[src/rtl/filter_frame_sequencer.sv]
// Streams one frame from the source pixel RAM into the Filter input channel and
// writes the Filter result stream into the destination pixel RAM.
module filter_frame_sequencer #(
    parameter int IMG_W  = 256,
    parameter int IMG_H  = 256,
    parameter int ADDR_W = 16
) (
    input  logic              i_clk,
    input  logic              i_rst,
    input  logic              i_start,
    output logic              o_busy,
    output logic              o_done,
    output logic [ADDR_W-1:0] o_src_addr,
    output logic              o_src_ren,
    input  logic [23:0]       i_src_rdata,
    output logic              o_rgb_vld,
    output logic [24:0]       o_rgb_data,
    input  logic              i_rgb_busy,
    input  logic              i_result_vld,
    input  logic [23:0]       i_result_data,
    output logic              o_result_busy,
    output logic [ADDR_W-1:0] o_dst_addr,
    output logic              o_dst_wen,
    output logic [23:0]       o_dst_wdata
);

    localparam int CNT_W = ADDR_W + 1;
    localparam logic [CNT_W-1:0] N        = CNT_W'(IMG_W * IMG_H);
    localparam logic [CNT_W-1:0] N_M1     = CNT_W'(IMG_W * IMG_H - 1);
    localparam logic [CNT_W-1:0] LAST_COL = CNT_W'(IMG_W - 1);

    typedef enum logic [1:0] {S_IDLE, S_RUN, S_DRAIN, S_DONE} state_t;

    state_t           state;
    logic [CNT_W-1:0] rd_cnt;
    logic [CNT_W-1:0] snd_cnt;
    logic [CNT_W-1:0] rcv_cnt;
    logic [CNT_W-1:0] snd_col;
    logic [23:0]      fifo_mem [2];
    logic             wr_ptr;
    logic             rd_ptr;
    logic [1:0]       fifo_cnt;
    logic             vld_p1;
    logic             active;
    logic             src_ren;
    logic             send;
    logic             accept;

    assign active        = (state == S_RUN) || (state == S_DRAIN);
    assign o_busy        = (state != S_IDLE);
    assign o_done        = (state == S_DONE);
    assign o_result_busy = !active;
    assign o_rgb_vld     = (fifo_cnt != 2'd0);
    assign send          = o_rgb_vld && !i_rgb_busy;
    assign accept        = i_result_vld && active;

    // The pixel leaving this cycle frees a slot, which sustains one read per cycle.
    assign src_ren = (state == S_RUN) && (rd_cnt < N) &&
                     (({1'b0, fifo_cnt} + {2'b00, vld_p1}) < (3'd2 + {2'b00, send}));

    assign o_src_ren  = src_ren;
    assign o_src_addr = src_ren ? rd_cnt[ADDR_W-1:0] : '0;
    assign o_rgb_data = o_rgb_vld ? {(snd_col == '0), fifo_mem[rd_ptr]} : '0;

    // Stage p1: read data returned by the source RAM lands in the prefetch buffer
    always_ff @(posedge i_clk) begin
        if (vld_p1) begin
            fifo_mem[wr_ptr] <= i_src_rdata;
        end
    end

    always_ff @(posedge i_clk or negedge i_rst) begin
        if (!i_rst) begin
            state       <= S_IDLE;
            rd_cnt      <= '0;
            snd_cnt     <= '0;
            rcv_cnt     <= '0;
            snd_col     <= '0;
            wr_ptr      <= 1'b0;
            rd_ptr      <= 1'b0;
            fifo_cnt    <= 2'd0;
            vld_p1      <= 1'b0;
            o_dst_wen   <= 1'b0;
            o_dst_addr  <= '0;
            o_dst_wdata <= '0;
        end else begin
            vld_p1   <= src_ren;
            fifo_cnt <= fifo_cnt + 2'(vld_p1) - 2'(send);
            if (vld_p1) begin
                wr_ptr <= !wr_ptr;
            end
            if (send) begin
                rd_ptr  <= !rd_ptr;
                snd_cnt <= snd_cnt + 1'b1;
                snd_col <= (snd_col == LAST_COL) ? '0 : snd_col + 1'b1;
            end
            if (src_ren) begin
                rd_cnt <= rd_cnt + 1'b1;
            end
            // Stage p1: accepted result becomes a destination write
            o_dst_wen <= accept;
            if (accept) begin
                rcv_cnt     <= rcv_cnt + 1'b1;
                o_dst_addr  <= rcv_cnt[ADDR_W-1:0];
                o_dst_wdata <= i_result_data;
            end

            case (state)
                S_IDLE: begin
                    if (i_start) begin
                        state   <= S_RUN;
                        rd_cnt  <= '0;
                        snd_cnt <= '0;
                        rcv_cnt <= '0;
                        snd_col <= '0;
                    end
                end
                S_RUN: begin
                    if (send && (snd_cnt == N_M1)) begin
                        state <= S_DRAIN;
                    end
                end
                S_DRAIN: begin
                    if ((rcv_cnt == N) || (accept && (rcv_cnt == N_M1))) begin
                        state <= S_DONE;
                    end
                end
                S_DONE: begin
                    state <= S_IDLE;
                end
            endcase
        end
    end

endmodule

[config.mk]
export PLATFORM = sky130hd
export DESIGN_NAME = filter_frame_sequencer
export DESIGN_NICKNAME = d
export VERILOG_FILES = /design/src/rtl/filter_frame_sequencer.sv
export SDC_FILE = /design/constraint.sdc
export NUM_CORES = 1
export LEC_CHECK = 0
export ABC_AREA = 0
export CELL_PAD_IN_SITES_DETAIL_PLACEMENT = 2
export CELL_PAD_IN_SITES_GLOBAL_PLACEMENT = 2
export CORE_ASPECT_RATIO = 0.5
export CORE_UTILIZATION = 36
export DETAILED_ROUTE_END_ITERATION = 6
export MAX_ROUTING_LAYER = met4
export PLACE_DENSITY = 0.87
export SYNTH_ARGS = -nofsm -noshare
export SYNTH_HDL_FRONTEND = slang
export SYNTH_SLANG_ARGS = --single-unit
[constraint.sdc]
create_clock -name i_clk -period 3.8 [get_ports i_clk]
set_input_delay 0.95 -clock i_clk [delete_from_list [all_inputs] [get_ports i_clk]]
set_output_delay 0.95 -clock i_clk [all_outputs]
set_load 0.05 [all_outputs]
; ---- Word level (Yosys, flattened, before mapping)
; Memory sizes are Yosys's and may differ from the RTL's.
; Cells that the tools add are included.
[word_totals]
reg_bits = 116
rom_bits = 0
n_memories = 1
out_inout_bits = 87
ram_bits = 48
input_bits = 53
elab_cells = 71
latchBits = 0
[mem_list]
columns = memory, depth, word_bits, rd, rd_clocked_by_memory_dff, write_ports, line
row1 = fifo_mem, 2, 24, 1, 0, 1, 39  ; logic [23:0] fifo_mem [2];
[classes]
add_sub_neg = 8
bitwise = 0
n_mul = 0
magnitude_cmp = 2
n_reduce_logical = 17
n_shift = 0
mux = 21
eq_ne = 10
div_mod_pow = 0
[op_table]
columns = op, n
row1 = two-way mux 17 bit, 13
row2 = "adder 17 x 1 -> 17 bit, second input constant", 4
row3 = "== test 17 x 16 -> 1 bit, second input constant", 2
row4 = two-way mux 25 bit, 1
row5 = "== test 17 bit, second input constant", 1
row6 = "== test 17 x 8 -> 1 bit, second input constant", 1
row7 = zero test 17 bit, 1
row8 = "less-than comparator 17 bit, second input constant", 1
row9 = two-way mux 16 bit, 1
row10 = one-hot mux 2 bit (4 select lines), 1
row11 = logical AND 1 bit, 6
row12 = two-way mux 2 bit, 3
row13 = "== test 2 bit, second input constant", 2
row14 = zero test 1 bit, 4
row15 = "!= test 2 x 1 -> 1 bit, second input constant", 2
row16 = nonzero test 2 bit, 2
row17 = adder 2 x 1 -> 3 bit, 1
row18 = "adder 2 x 1 -> 3 bit, first input constant", 1
row19 = less-than comparator 3 bit, 1
row20 = AND reduction 3 bit, 1
row21 = adder 2 x 1 -> 2 bit, 1
row22 = "== test 2 x 1 -> 1 bit, second input constant", 1
row23 = zero test 2 bit, 1
row24 = logical OR 1 bit, 2
row25 = other kinds (3), 4

; ---- Logic depth before layout (Yosys ltp)
; Gate-level depths: netlist (run 1).
[logic_depth]
word_depth = 8
mapped_depth = 9
mapped_depth_nobuf = 9

; ---- Least setup slack after synthesis (run 1)
; OpenSTA, ideal clock, no wires.
[synth_timing]
path_type = register to output
from = register snd_col[0]
to = output o_rgb_data[24]
required_time_ns = 2.850
path_slack_ns = 0.172
path_stages_with_launch = 5
n_path_buf = 0
t_arrival_ns = 2.678
path_cell_list = dfrtp_1 inv_1 ha_1 or4b_2 nor4_1
[synth_via]
elab_chain_len = 2
[synth_rtl]
columns = element, line
row1 = start: declaration, 38  ; logic [CNT_W-1:0] snd_col;
row2 = start signal: assignment, 95  ; snd_col <= (snd_col == LAST_COL) ? '0 : snd_col + 1'b1;
row3 = zero test 17 bit, 63  ; assign o_rgb_data = o_rgb_vld ? {(snd_col == '0), fifo_mem[rd_ptr]} : '0;
row4 = two-way mux 25 bit, 63
row5 = end: declaration, 17  ; output logic [24:0] o_rgb_data,
; Every way passes these cells.

; ---- Worst setup path after layout (run 1)
[layout_timing]
from = register fifo_cnt[0]
to = output o_src_ren
[layout_via]
elab_chain_len = 5
word_cells_on_any_way = 6
classes_between = add/sub: 2 / order compare: 1 / reduce/logical: 3
[layout_rtl]
columns = element, line
row1 = start: declaration, 42  ; logic [1:0] fifo_cnt;
row2 = start signal: assignment, 88  ; fifo_cnt <= fifo_cnt + 2'(vld_p1) - 2'(send);
row3 = nonzero test 2 bit, 53  ; assign o_rgb_vld = (fifo_cnt != 2'd0);
row4 = logical AND 1 bit, 54  ; assign send = o_rgb_vld && !i_rgb_busy;
row5 = adder 2 x 1 -> 3 bit, 59  ; (({1'b0, fifo_cnt} + {2'b00, vld_p1}) < (3'd2 + {2'b00, send}));
row6 = less-than comparator 3 bit *, 59
row7 = logical AND 1 bit *, 58  ; assign src_ren = (state == S_RUN) && (rd_cnt < N) &&
row8 = end: declaration, 14  ; output logic o_src_ren,
; Every way passes the cells marked *; elsewhere a longest branch is shown, timed or not.

==> results of run 1 <==
-- through the flow --
step / setup WS [ps] / hold WS (ps) / utilization / cells / area, um2
2_1_floorplan: 172 / 454 / - / 692 / 7340
3_3_place_gp: 456 / 457 / 0.466 / 1078 / 9200
3_5_place_dp: 457 / 466 / 0.466 / 1078 / 9200
4_1_cts: 280 / 421 / 0.497 / 1110 / 9810
5_1_grt: 169 / 435 / 0.497 / 1110 / 9810
6_report: 258 / 425 / 0.497 / 1110 / 9810
-- per-layer routing --
metal / routed length (um) / GRT usage / up-vias
met5: 0 / - / -
met4: 301 / 0.0746 / 0
met3: 662 / 0.0452 / 28
met2: 11000 / 0.387 / 90
met1: 9110 / 0.247 / 2848
li1: - / - / 2608
-- final cells by class --
type | count | area [um2]
flip-flops and latches | 164 | 4340
repair buffers | 150 | 1650
clock buffers | 21 | 493
inverters | 18 | 67.6
multi-input cells | 480 | 2800
clock inverters | 11 | 121
fillers | 2014 | 9920
well taps | 266 | 333
-- worst max path at each step --
| stage | from | endpoint | cells after the start |
|---|---|---|---|
| 6_report | fifo_cnt[0] | o_src_ren | 5 |
| 3_5_place_dp | i_rgb_busy | o_src_ren | 6 |
| 2_1_floorplan | snd_col[0] | o_rgb_data[24] | 4 |
| 4_1_cts | fifo_cnt[0] | o_src_ren | 5 |
| 5_1_grt | state[1] | o_src_ren | 5 |
| 3_3_place_gp | i_rgb_busy | o_src_ren | 6 |
-- logic make-up after synthesis --
group / synth area share
adder cells (fa/ha/maj): 0.0290
AND/OR/NAND/NOR: 0.225
multiplexers: 0.0354
buffers and inverters: 0.0279
XOR/XNOR: 0.0716
flip-flops: 0.592
AO/OA/AOI/OAI: 0.0198
-- layout by cell type, fill, tap and decap left out, drive strengths merged, types with 21 or more instances in the layout --
| master | n |
|---|---|
| nand2 | 142 |
| clkdlybuf4s50 | 120 |
| dfrtp | 116 |
| nor2 | 93 |
| edfxtp | 48 |
| xor2 | 37 |
| buf | 30 |
| and3 | 29 |
| nand4 | 27 |
| mux2i | 26 |
| xnor2 | 23 |
| clkbuf | 21 |
-- power breakdown --
part / internal (uW) / switching, uW / leakage (uW)
clock: 1070 / 743 / 0.000300
sequential: 2170 / 255 / 0.00199
combinational: 1080 / 2380 / 0.00209
-- state kept, by name, summed over array words and instances (netlist names) --
| register | count |
|---|---|
| fifo_cnt | 2 |
| fifo_mem | 48 |
| o_dst_addr | 16 |
| o_dst_wdata | 24 |
| o_dst_wen | 1 |
| rcv_cnt | 17 |
| rd_cnt | 17 |
| rd_ptr | 1 |
| snd_cnt | 17 |
| snd_col | 17 |
| state | 2 |
| vld_p1 | 1 |
| wr_ptr | 1 |
-- critical path, cell delays in order, from the launching register on --
cell,delay [ps]
dfrtp_1,440
ha_1,230
ha_1,230
nor3b_2,740
and2_0,340
buf_12,170
==> flow_metrics.tcl, run 1 <==
set metrics [dict create \
    status "finished clean" \
    slew_viol_final 0 \
    ios 140 \
    synth_edf_count 48 \
    r2r_slack_ps 1240 \
    rr_endpoint "rd_cnt[1]" \
    ant_nets 0 \
    setup_violations 0 \
    path_clk_slew_ps 60 \
    cts-hold-fix-buffers 0 \
    period_needed_ps 3540 \
    wl_per_cell_um 19.0 \
    post-route-drc-count 0 \
    area_delta_synth_final_pct 33.6 \
    chipWidth_um 204 \
    finalHoldViolCount 0 \
    num_vias 5574 \
    cap_violations 0 \
    leakage_uw 0.00438 \
    diodes 0 \
    clock.fmax_ghz 0.282 \
    grtUsageTotal 0.217 \
    synth.distinct_cells 45 \
    endpoint_kind "output port" \
    die_area_um2 21000 \
    synth_ff_type "dfrtp_1" \
    timing.rr.start "fifo_cnt[0]" \
    drt-initial-drc-count 234 \
    syn_inst 692 \
    clock_path_buffers 2 \
    cts_tree "yes" \
    clock_latency_ps 430 \
    finalNetCount 901 \
    core_um2 19700 \
    gp_congestion 0.757 \
    synth-seq-cells 164 \
    synthArstFlopShare 0.707 \
    cts_sinks 164 \
    grt_overflow 0 \
    synth.area.top_cells "dfrtp_1, edfxtp_1, nand2_1, nor2_1, xor2_1" \
    synth_area_um2 7340 \
    yosysTopAreaCell "dfrtp_1" \
    grt_pass1_vias 6243 \
    port_buffers 139 \
    rows 36 \
    grt_max_degree 93 \
    avgSynthCellArea_um2 10.6 \
    hpwl_um 14200 \
    worstPathRequired_ps 2850 \
    r2r_cells 7 \
    worst_pin_slew_ps 1180 \
    die_y_um 103 \
    start_util 0.372 \
    skew_ps 8.44 \
    vdd_drop_max_mv 0.368 \
    post_cts_buffers 0 \
    yosysMostFrequentCell "nand2_1" \
    max_slew_margin 0.214 \
    critical_path_class "register to output port" \
    fin_tns_setup_ps 0 \
    grt_pass1_wl_um 33600 \
    cts_buffers 17 \
    synth_top_area_share 0.395 \
    power_uw 7700 \
    fin_crit_sh 0.932 \
    ys_warn_count 0 \
    cts_root_buf "clkbuf_16" \
    drive_gt1_frac 0.0865 \
    drt_wl_total_um 21100 \
    firstDrtPassIters 4 \
    start_kind "register" \
    cts_resized 0 \
    p_per_area_nw_per_um2 785 \
    critical_path_arrival_ps 2590 \
    h-tree-depth 4 \
    seq_area_frac_synth 0.592 \
    grt_setup_unrepaired "false" \
    ys_top_cells_by_count "nand2_1, dfrtp_1, nor2_1, edfxtp_1, xor2_1" \
    antenna_found_initial 0 \
    syn_nets 762 \
    min_path_type "input pin to async pin" \
    avgViaCountPerCell 5.02 \
    crit_fanout 18 \
]
Note: power is estimated with default switching activity, not from simulation.
==> run 2, diff against run 1 <==
- ABC_AREA: 0 -> 1
- CORE_UTILIZATION: 36 -> 34
- PLACE_DENSITY: 0.87 -> 0.86
==> run 2 against run 1 <==
- power is 2.5% higher
- die area is 11% higher
- critical path type is now input pin to output port
- cell count is 22% higher
- clock-buffer cell count is 3 lower
- hold slack better by 64 ps
- critical path depth is 2 higher
- highest routed layer unchanged
- flip-flop and latch count stayed put
- via count is 21% higher
- synthesized cell count is 29% higher
- global-route usage is 1.8 points higher
==> flow_metrics.tcl, run 2 <==
set metrics [dict create \
    p_per_area_nw_per_um2 773 \
    fin_area_um2 10200 \
    grt_setup_unrepaired "false" \
    core_um2 22000 \
    start_kind "input pin" \
    postPlaceCellArea_um2 9630 \
    synth_top_area_share 0.375 \
    grt_max_degree 53 \
    p_int_uw 4240 \
    synth_ff_type "dfrtp_1" \
    status "finished clean" \
    clkPwrFrac 0.225 \
    critPathTopFamily "buffers and inverters" \
    yosysMostFrequentCell "nand2_1" \
    synth.area.top_cells "dfrtp_1, edfxtp_1, nand2_1, nor2_1, inv_1" \
    finalNetCount 1110 \
    setup_violations 0 \
    drt-initial-drc-count 241 \
    clock_path_buffers 2 \
    worstPathRequired_ps 2850 \
    ys_warn_count 0 \
    endpoint_kind "output port" \
    vdd_drop_max_mv 0.398 \
    switching_share 0.464 \
    layout_common_cells "nand2_1, nor2_1, clkdlybuf4s50_1, dfrtp_1, inv_1" \
    synth-seq-cells 164 \
    p_switching_uw 3660 \
    cts_root_buf "clkbuf_16" \
    ys_top_cells_by_count "nand2_1, nor2_1, dfrtp_1, inv_1, edfxtp_1" \
    clock_latency_ps 450 \
    fin_tns_setup_ps 0 \
    drt_wl_total_um 25800 \
    finalHoldViolCount 0 \
    pre_cts_slack_ps 254 \
    cts_resized 0 \
    ant_nets 0 \
    firstDrtPassIters 4 \
    synthArstFlopShare 0.707 \
    grt_pass1_wl_um 41000 \
    post_cts_buffers 0 \
    cts_buffers 17 \
    grt_overflow 0 \
    grtUsageTotal 0.236 \
    regMostFlops "fifo_mem" \
    clock.fmax_ghz 0.281 \
    cts-hold-fix-buffers 0 \
    fill_cells 2382 \
    power_frac_seq 0.307 \
    antenna_found_initial 0 \
    final_util 0.465 \
    synth_area_um2 7730 \
    critical_path_arrival_ps 2600 \
    wl_per_cell_um 19.1 \
    critical_path_class "input pin to output port" \
    grt_pass1_vias 7691 \
    port_buffers 139 \
    leakage_uw 0.00440 \
    rows 38 \
    chipWidth_um 215 \
    cts_sinks 164 \
    skew_ps 8.64 \
    p_comb_frac 0.468 \
    avgSynthCellArea_um2 8.64 \
    avgViaCountPerCell 4.97 \
    start_util 0.352 \
    die_area_um2 23400 \
    syn_inst 895 \
    hold_ws_ps 489 \
    post-route-drc-count 0 \
    crit_fanout 23 \
    path_clk_slew_ps 70 \
    syn_nets 965 \
    synth_edf_count 48 \
    h-tree-depth 4 \
    yosysTopAreaCell "dfrtp_1" \
    worst_pin_slew_ps 969 \
    fin_crit_sh 0.935 \
    cts_tree "yes" \
    ios 140 \
    worstPathCellList "clkdlybuf4s50_1 > inv_2 > nand3_2 > nand2_1 > nand2_2 > nor2_1 > buf_12" \
    die_y_um 109 \
    final_common_cell "nand2_1" \
    cp_slowest_cell "clkdlybuf4s50_1" \
    seq_area_frac_synth 0.562 \
    period_needed_ps 3550 \
    slew_viol_final 0 \
    drive_gt1_frac 0.0931 \
    hpwl_um 17700 \
    layout_setup_ws_ps 245 \
    max_slew_margin 0.353 \
    gp_congestion 0.795 \
    largestRegisters "fifo_mem x48, o_dst_wdata x24" \
    largest_reg_flops 48 \
    area_delta_synth_final_pct 32.1 \
    synth.distinct_cells 34 \
    worst-path-buf-inv 3 \
    max_stage_delay_ps 520 \
    diodes 0 \
    cap_violations 0 \
    min_path_type "register to register" \
    num_vias 6722 \
]
[run 2: area by class of cell]
class	instances	area [um2]	area share
timing repair buffer	152	1660	0.162
sequential	164	4340	0.425
multi-input combinational	617	2930	0.286
inverter	88	330	0.0323
clock buffer	18	450	0.0441
clock inverter	14	136	0.0133
tap	300	375	0.0367
[run 2: cells by family after synthesis]
group           count (synthesis)  synth area share
compound gates                 88            0.0579
flops                         164             0.562
simple gates                  495             0.273
buf+inv                       114            0.0603
fa+ha+maj                      17            0.0275
xor+xnor                       17            0.0193
[run 2: worst paths after layout]
path | slack (ps) | to | from | cells after the start
setup / recovery | 250 | o_src_addr[0] | i_rgb_busy | 7
setup reg to reg | 1570 | rd_cnt[4] | vld_p1 | 12
hold / removal | 490 | o_dst_addr[8] | o_dst_addr[8] | 2
min in group asynchronous | 550 | rd_cnt[10] | i_rst | 1
hold reg to reg | 490 | o_dst_addr[8] | o_dst_addr[8] | 2
max in group asynchronous | 2450 | o_dst_wdata[5] | i_rst | 2
[run 2: power groups by stage]
stage	logic [uW]	clock network [uW]	registers [uW]
2_1_floorplan	1930	0	2890
3_3_place_gp	3550	0	2410
3_5_place_dp	3690	0	2450
6_report	3690	1780	2430
4_1_cts	3750	1810	2430
5_1_grt	3960	1870	2460
[run 2: metrics by stage]
stage | std cells | power (uW)
after floorplan | 895 | 4820
after global placement | 1321 | 5960
after detailed placement | 1321 | 6140
after CTS | 1353 | 7980
after global routing | 1353 | 8290
final | 1353 | 7900
[run 2: metal layers]
layer	wire, um	GRT usage	share of wire
met1	11200	0.270	0.43
met2	13600	0.427	0.53
met3	664	0.0391	0.026
met4	419	0.0735	0.016
met5	0	-	0
[run 2: tightest hold or removal path, stage by stage, from the launching register on]
cell and delay [ps]:
dfrtp_1 340, nand2_1 50, o21ai_0 60
==> run 3, diff against run 2 <==
- PLACE_DENSITY: 0.86 -> unset
- PLACE_DENSITY_LB_ADDON: unset -> 0.12
==> run 3 against run 2 <==
- utilization about the same
- sequential power about the same
- cell count unchanged
- design area is essentially flat
- flip-flop and latch count unchanged
- critical path depth unchanged
- register-to-register slack improved by 20 ps
- die area unchanged
==> flow_metrics.tcl, run 3 (synthesis gave the netlist of run 2 again) <==
set metrics [dict create \
    rows 38 \
    post-route-drc-count 0 \
    worst_pin_slew_ps 1010 \
    h-tree-depth 4 \
    clock_path_buffers 2 \
    r2r_slack_ps 1590 \
    start_kind "input pin" \
    hold_ws_ps 484 \
    cts_sinks 164 \
    layout_common_cells "nand2_1, nor2_1, clkdlybuf4s50_1, dfrtp_1, inv_1" \
    largest_reg_flops 48 \
    min_path_type "register to register" \
    path_clk_slew_ps 70 \
    num_vias 6631 \
    grt_pass1_wl_um 39300 \
    grtUsageTotal 0.223 \
    final_util 0.466 \
    crit_path_start "i_rgb_busy" \
    fill_cells 2395 \
    critical_path_arrival_ps 2520 \
    fin_tns_setup_ps 0 \
    start_util 0.352 \
    r2r_cells 11 \
    post_cts_buffers 0 \
    ios 140 \
    endpoint_kind "output port" \
    fin_crit_sh 0.913 \
    timing.rr.start "vld_p1" \
    largestRegisters "fifo_mem x48, o_dst_wdata x24" \
    crit_fanout 27 \
    grt_pass1_vias 7412 \
    status "finished clean" \
    cts_root_buf "clkbuf_16" \
    cts-hold-fix-buffers 0 \
    final_common_cell "nand2_1" \
    clock_latency_ps 450 \
    rr_endpoint "rd_cnt[8]" \
    drive_gt1_frac 0.0921 \
    firstDrtPassIters 5 \
    die_y_um 109 \
    grt_setup_unrepaired "false" \
    pre_cts_slack_ps 303 \
    finalNetCount 1110 \
    skew_ps 5.80 \
    worstPathRequired_ps 2850 \
    layout_setup_ws_ps 331 \
    period_needed_ps 3470 \
    area_delta_synth_final_pct 32.2 \
    port_buffers 139 \
    antenna_found_initial 0 \
    chipWidth_um 215 \
    setup_violations 0 \
    clock.fmax_ghz 0.288 \
    cts_resized 0 \
    p_per_area_nw_per_um2 766 \
    grt_overflow 0 \
    diodes 0 \
    finalHoldViolCount 0 \
    vdd_drop_max_mv 0.374 \
    grt_max_degree 77 \
    die_area_um2 23400 \
    slew_viol_final 0 \
    crit_end "o_src_addr[0]" \
    avgViaCountPerCell 4.90 \
    drt-initial-drc-count 323 \
    cts_tree "yes" \
    dp.cells 1321 \
    critical_path_class "input pin to output port" \
    wl_per_cell_um 17.6 \
    gp_congestion 0.813 \
    core_um2 22000 \
    final_cells 1353 \
    cap_violations 0 \
    ant_nets 0 \
    hpwl_um 16800 \
    drt_wl_total_um 23800 \
    leakage_uw 0.00439 \
    cts_buffers 17 \
    regMostFlops "fifo_mem" \
    max_slew_margin 0.324 \
]
[run 3: worst min path at each step]
stage	start	end	depth (start not counted)
6_report	o_dst_wdata[2]	o_dst_wdata[2]	2
5_1_grt	o_dst_wdata[2]	o_dst_wdata[2]	2
4_1_cts	o_dst_wdata[4]	o_dst_wdata[4]	2
3_5_place_dp	o_dst_wdata[4]	o_dst_wdata[4]	2
3_3_place_gp	o_dst_wdata[16]	o_dst_wdata[16]	2
2_1_floorplan	wr_ptr	wr_ptr	1
[run 3: critical path: stages]
cell             delay (ps)
clkdlybuf4s50_1         440
inv_2                   100
nand3_2                  70
nand2_1                  90
nand2_2                 310
nor2_1                  360
buf_12                  180
[run 3: metrics by stage]
step           total power [uW]  area (um2)
5_1_grt                    8270       10200
6_report                   7840       10200
3_3_place_gp               5990        9640
4_1_cts                    7950       10200
2_1_floorplan              4820        7730
3_5_place_dp               6160        9640
[run 3: final cells by class]
class                   instances  area [um2]  area share
clock buffers                  17         425      0.0416
flip-flops and latches        164        4340       0.425
inverters                      88         330      0.0323
multi-input cells             617        2930       0.286
clock inverters                15         156      0.0153
repair buffers                152        1670       0.163
well taps                     300         375      0.0367
[run 3: metal layers]
| layer | up-vias | track usage | part of all wire |
|---|---|---|---|
| li1 | 3148 | - | - |
| met1 | 3364 | 0.270 | 0.46 |
| met2 | 97 | 0.381 | 0.50 |
| met3 | 22 | 0.0524 | 0.033 |
| met4 | 0 | 0.0532 | 0.012 |
| met5 | - | - | 0 |
[run 3: where the power goes]
group          total, uW  switching, uW  internal [uW]
clock               1760            786            970
combinational       3660           2560           1100
sequential          2420            229           2190
total               7840           3580           4260
